==> src/rtl/ram_wb_bridge_pkg.sv <==
// ram_wb_bridge_pkg
// Shared encodings for the Wishbone-to-RAM bridge: Wishbone cycle-type
// (CTI) codes, burst-type (BTE) codes and the bridge FSM state encoding.
package ram_wb_bridge_pkg;

    // Wishbone cycle type identifiers used by the bridge
    localparam logic [2:0] CTI_CLASSIC = 3'b000;
    localparam logic [2:0] CTI_INCR    = 3'b010;
    localparam logic [2:0] CTI_END     = 3'b111;

    // Wishbone burst type extension
    typedef enum logic [1:0] {
        BTE_LINEAR = 2'b00,
        BTE_WRAP4  = 2'b01,
        BTE_WRAP8  = 2'b10,
        BTE_WRAP16 = 2'b11
    } bte_e;

    // Bridge FSM states
    typedef enum logic [1:0] {
        ST_IDLE   = 2'd0,
        ST_SINGLE = 2'd1,
        ST_BURST  = 2'd2
    } state_e;

endpackage

==> src/rtl/ram_burst_addr.sv <==
// ram_burst_addr
// Computes the next word address of a Wishbone burst.
//   addr      : current RAM word address (byte address bits [31:2])
//   bte       : burst type; linear increments the SIZE-bit RAM word index,
//               wrap modes increment only the low 2/3/4 bits and wrap there
//   next_addr : following word address; bits not incremented are held
// SIZE must be at least 4 so that a 16-beat wrap fits inside the RAM index.
module ram_burst_addr
    import ram_wb_bridge_pkg::*;
#(
    parameter int SIZE = 14
) (
    input  logic [29:0] addr,
    input  logic [1:0]  bte,
    output logic [29:0] next_addr
);

    // Increment the field selected by the burst type, hold everything else
    always_comb begin
        next_addr = addr;
        case (bte)
            BTE_LINEAR: next_addr[SIZE-1:0] = addr[SIZE-1:0] + {{(SIZE-1){1'b0}}, 1'b1};
            BTE_WRAP4:  next_addr[1:0]      = addr[1:0] + 2'd1;
            BTE_WRAP8:  next_addr[2:0]      = addr[2:0] + 3'd1;
            BTE_WRAP16: next_addr[3:0]      = addr[3:0] + 4'd1;
            default:    next_addr           = addr;
        endcase
    end

endmodule

==> src/rtl/ram_wb_bridge.sv <==
// ram_wb_bridge
// Wishbone B3 slave front-end for a single-port synchronous RAM whose read
// data appears one cycle after the enable. Classic cycles and writes take
// the SINGLE path (one ack, one idle cycle); incrementing read bursts
// prefetch one word ahead so an ack can be given every cycle.
// Ports:
//   clk_i, rst_i (sync, active-low)
//   cyc_i, stb_i, we_i, addr_i, data_i, sel_i, cti_i, bte_i : Wishbone slave
//   data_o, ack_o                                           : Wishbone slave
//   ram_en_o, ram_we_o, ram_addr_o, ram_data_o, ram_data_i  : RAM port
module ram_wb_bridge
    import ram_wb_bridge_pkg::*;
#(
    parameter int SIZE = 14
) (
    input  logic        clk_i,
    input  logic        rst_i,
    input  logic        cyc_i,
    input  logic        stb_i,
    input  logic        we_i,
    input  logic [31:0] addr_i,
    input  logic [31:0] data_i,
    input  logic [3:0]  sel_i,
    input  logic [2:0]  cti_i,
    input  logic [1:0]  bte_i,
    output logic [31:0] data_o,
    output logic        ack_o,
    output logic        ram_en_o,
    output logic [3:0]  ram_we_o,
    output logic [29:0] ram_addr_o,
    output logic [31:0] ram_data_o,
    input  logic [31:0] ram_data_i
);

    state_e      state_r;
    state_e      state_next_s;
    logic        ack_q_r;
    logic        ack_q_next_s;
    logic [29:0] counter_r;
    logic [29:0] counter_next_s;
    logic [29:0] next_base_s;
    logic [29:0] next_addr_s;
    logic        ram_en_s;
    logic [3:0]  ram_we_s;
    logic [29:0] ram_addr_s;
    logic        req_s;
    logic        unused_addr_s;

    assign unused_addr_s = ^addr_i[1:0];
    assign req_s         = cyc_i & stb_i;

    // In IDLE the prefetch starts from the incoming address, in BURST from the counter
    assign next_base_s = (state_r == ST_BURST) ? counter_r : addr_i[31:2];

    ram_burst_addr #(
        .SIZE (SIZE)
    ) u_burst_addr (
        .addr      (next_base_s),
        .bte       (bte_i),
        .next_addr (next_addr_s)
    );

    // FSM state, ack and burst address registers
    always_ff @(posedge clk_i) begin
        if (!rst_i) begin
            state_r   <= ST_IDLE;
            ack_q_r   <= 1'b0;
            counter_r <= 30'd0;
        end else begin
            state_r   <= state_next_s;
            ack_q_r   <= ack_q_next_s;
            counter_r <= counter_next_s;
        end
    end

    // Next-state logic and RAM access decode
    always_comb begin
        state_next_s   = state_r;
        ack_q_next_s   = ack_q_r;
        counter_next_s = counter_r;
        ram_en_s       = 1'b0;
        ram_we_s       = 4'b0000;
        ram_addr_s     = addr_i[31:2];
        case (state_r)
            ST_IDLE: begin
                if (req_s) begin
                    ram_en_s     = 1'b1;
                    ram_we_s     = we_i ? sel_i : 4'b0000;
                    ack_q_next_s = 1'b1;
                    // Bursts are read-only; an incrementing write is served as classic
                    if (!we_i && (cti_i == CTI_INCR)) begin
                        state_next_s   = ST_BURST;
                        counter_next_s = next_addr_s;
                    end else begin
                        state_next_s = ST_SINGLE;
                    end
                end else begin
                    ack_q_next_s = 1'b0;
                end
            end
            ST_SINGLE: begin
                state_next_s = ST_IDLE;
                ack_q_next_s = 1'b0;
            end
            ST_BURST: begin
                // Cycle drop, master wait and end-of-burst all leave the prefetch unused
                if (!cyc_i || !stb_i || (cti_i == CTI_END)) begin
                    state_next_s = ST_IDLE;
                    ack_q_next_s = 1'b0;
                end else begin
                    ram_en_s       = 1'b1;
                    ram_addr_s     = counter_r;
                    counter_next_s = next_addr_s;
                    ack_q_next_s   = 1'b1;
                end
            end
            default: begin
                state_next_s = ST_IDLE;
                ack_q_next_s = 1'b0;
            end
        endcase
    end

    // Reset forces the RAM port and ack quiet even while a request is presented
    assign ram_en_o   = ram_en_s & rst_i;
    assign ram_we_o   = ram_we_s & {4{rst_i}};
    assign ram_addr_o = ram_addr_s;
    assign ack_o      = ack_q_r & cyc_i & stb_i & rst_i;
    assign ram_data_o = data_i;
    assign data_o     = ram_data_i;

endmodule

==> config.mk <==
export PLATFORM = sky130hd
export DESIGN_NAME = ram_wb_bridge
export DESIGN_NICKNAME = d
export VERILOG_FILES = /design/src/rtl/ram_wb_bridge_pkg.sv /design/src/rtl/ram_burst_addr.sv /design/src/rtl/ram_wb_bridge.sv
export SDC_FILE = /design/constraint.sdc
export NUM_CORES = 1
export LEC_CHECK = 0
export CORE_UTILIZATION = 30
export CTS_BUF_LIST = sky130_fd_sc_hd__clkbuf_8 sky130_fd_sc_hd__clkbuf_16
export DETAILED_ROUTE_END_ITERATION = 10
export HOLD_SLACK_MARGIN = 0.08
export PLACE_DENSITY = 0.76
export SYNTH_ARGS = -nofsm -noshare
export SYNTH_HDL_FRONTEND = slang
export SYNTH_SLANG_ARGS = --single-unit
export TNS_END_PERCENT = 5
==> constraint.sdc <==
create_clock -name clk_i -period 2.1 [get_ports clk_i]
set_input_delay 0.315 -clock clk_i [delete_from_list [all_inputs] [get_ports clk_i]]
set_output_delay 0.315 -clock clk_i [all_outputs]
set_load 0.05 [all_outputs]
==> flow_metrics.env <==
export IMPL_slew_headroom_pct=61.8
export IMPL_area_growth_synth_to_final_pct=43.4
export IMPL_clkLatencyLatePin_ns=0.29
export IMPL_synth_seq_cells=33
export IMPL_firstDrtPassIters=4
export IMPL_dieHeight_um=100
export IMPL_worstPathRequired_ns=1.78
export IMPL_multi_input_comb_area_um2=1790
export IMPL_ys_seq_area_share_pct=22.9
export IMPL_synth_main_ff_cell="dfxtp_1"
export IMPL_cp_arrival_ns=1.87
export IMPL_post_place_ws_ns=-0.346
export IMPL_cts_buffers=5
export IMPL_first_global_vias=2822
export IMPL_fin_ws_ns=-0.0858
export IMPL_crit_type="reg -> out"
export IMPL_layout_commonest_cell="nand2_1"
export IMPL_async_flop_share_pct=0
export IMPL_min_period_ns=2.19
export IMPL_cp_cell_sequence="nand2b_4, nor3_4, buf_12, clkbuf_16, mux2_4, buf_8"
export IMPL_io_pins=210
export IMPL_hold_slack_ns=0.448
export IMPL_startpoint_type="flip-flop"
export IMPL_netlist_instances=362
export IMPL_vias=2771
export IMPL_track_usage_pct=15.7
export IMPL_chipWidth_um=100
export IMPL_gp_congestion=0.841
export IMPL_ys_types=49
export IMPL_detail_route_drc_violations=0
export IMPL_setup_viol=30
export IMPL_clockBufferDepth=2
export IMPL_port_buffers=79
export IMPL_ant_nets=0
export IMPL_status="finished, violations left"
export IMPL_dpl_cell_area_um2=3620
export IMPL_grt_pass1_wl_mm=12.7
export IMPL_clock_skew_ns=0.00633
export IMPL_tightest_slew_ns=0.571
export IMPL_synthesis_nets=477
export IMPL_fin_crit_sh_pct=104
export IMPL_ir_drop_mv=0.186
export IMPL_dp_hpwl_mm=5.74
export IMPL_vias_per_cell=5.08
export IMPL_wl_per_cell_um=15.5
export IMPL_final_layout_size_suffix_gt1_share_pct=36.5
export IMPL_tritoncts="done"
export IMPL_powerDensity_nw_per_um2=392
export IMPL_antenna_found_initial=0
export IMPL_slowest_stage="dfxtp_4"
export IMPL_layout_cells_non_filler=546
export IMPL_grt_max_degree=18
export IMPL_final_cell_mix="nand2_1, buf_4, clkdlybuf4s50_1"
export IMPL_tns_ns=-2.02
export IMPL_post_route_util_pct=44.6
export IMPL_dp_cells=529
export IMPL_start_util_pct=31.1
export IMPL_rsz0062_at_grt="yes"
export IMPL_drt_wl_total_mm=8.48
export IMPL_first_iter_violations=260
export IMPL_seq_area_um2=666
export IMPL_drv_cap=0
export IMPL_cp_end_kind="primary output"
export IMPL_critPathTopFamily="buffers and inverters"
export IMPL_layout_nets=531
export IMPL_yosysWarnings=0
export IMPL_fmax_ghz=0.458
export IMPL_synth_edf_count=0
export IMPL_cp_max_fo=6
export IMPL_p_leak_nw=1.66
export IMPL_fp_row_count=35
export IMPL_netlist_area_um2=2890
export IMPL_core_um2=9280
export IMPL_slew_violations=0
export IMPL_violations="setup timing"
export IMPL_num_antenna_cells=0
export IMPL_total_power_mw=1.62
export IMPL_grt_overflow_total=0
export IMPL_fillers=893
export IMPL_h_tree_depth=2
export IMPL_clk_pin_slew_ns=0.08
export IMPL_clockRootBuffer="clkbuf_8"
export IMPL_final_area_um2=4140
export IMPL_die_area_um2=10000
export IMPL_crit_buf_inv=3
export IMPL_hp_class="reg -> reg"
export IMPL_syn_area_per_cell_um2=7.98
export IMPL_finalHoldViolations=0
export IMPL_clock_sinks=33
export IMPL_crit_path_max_incr_delay_ns=0.37
## worst reg2reg max path, cell delays in order, from the launching register on
cell,delay [ns]
dfxtp_4,0.39
nand2b_4,0.17
buf_4,0.12
nand2_1,0.06
nand2_1,0.11
ha_4,0.18
and4_4,0.26
a41oi_4,0.07
nor2_2,0.15
a41oi_1,0.14
o31a_1,0.32
## state kept, by name, indices dropped and copies added, names as in the netlist
| signal | cells |
|---|---|
| state_r | 2 |
| ack_q_r | 1 |
| counter_r | 30 |
## worst paths after layout
kind,from,end,slack [ns],depth (start not counted)
max reg2reg,state_r[0],counter_r[12],0.03,10
max,state_r[0],ram_addr_o[19],-0.09,6
min reg2reg,counter_r[17],counter_r[17],0.45,2
min,counter_r[17],counter_r[17],0.45,2
## synthesized netlist by cell type (6+ instances only)
cell	number	area [um2]
a21boi_1	17	128
a21oi_1	16	80.1
and2_1	6	37.5
buf_2	11	55.1
buf_4	66	495
dfxtp_1	33	661
mux2_2	32	360
mux2i_1	6	60.1
nand2_1	61	229
nand3_1	9	45.0
nor2_1	10	37.5
o21ai_0	12	60.1
## area by class of cell
class	count	area share, %
sequential	33	16.1
multi-input combinational	240	43.1
timing repair buffer	131	34.4
tap	129	3.90
clock inverter	3	0.423
inverter	5	0.453
clock buffer	5	1.66
## what timing repair did
item                                    4_1_cts  5_1_grt
gates cloned                                  1        3
hold buffers                                  0        0
pin swaps                                     2        3
gates resized for setup                      41       52
endpoints found under the setup margin       37       43
buffers inserted                              3        4
hold endpoints to repair                      0        0
## metal layers
metal | GRT usage (%) | vias to the layer above | wire (um)
met2 | 27.5 | 126 | 4210
met4 | 7.58 | 0 | 244
met3 | 3.83 | 38 | 623
met1 | 17.8 | 1286 | 3400
met5 | 0 | - | 0
li1 | - | 1321 | -
## cell families (layout without fill, tap and decap cells)
logic type / count (synthesis) / count (layout) / share of synthesized area [%]
AND/OR/NAND/NOR: 114 / 114 / 19.6
buffers and inverters: 90 / 144 / 21.3
AO/OA/AOI/OAI: 81 / 82 / 19.1
multiplexers: 39 / 39 / 14.9
flip-flops: 33 / 33 / 22.9
adder cells (fa/ha/maj): 5 / 5 / 2.17
## where the power goes
| group | internal (mW) | total (mW) | switching [mW] | leakage, nW |
|---|---|---|---|---|
| combinational | 0.248 | 0.496 | 0.248 | 1.35 |
| clock | 0.229 | 0.489 | 0.260 | 0.0439 |
| sequential | 0.631 | 0.637 | 0.00597 | 0.267 |
Note: power is estimated with default switching activity, not from simulation.
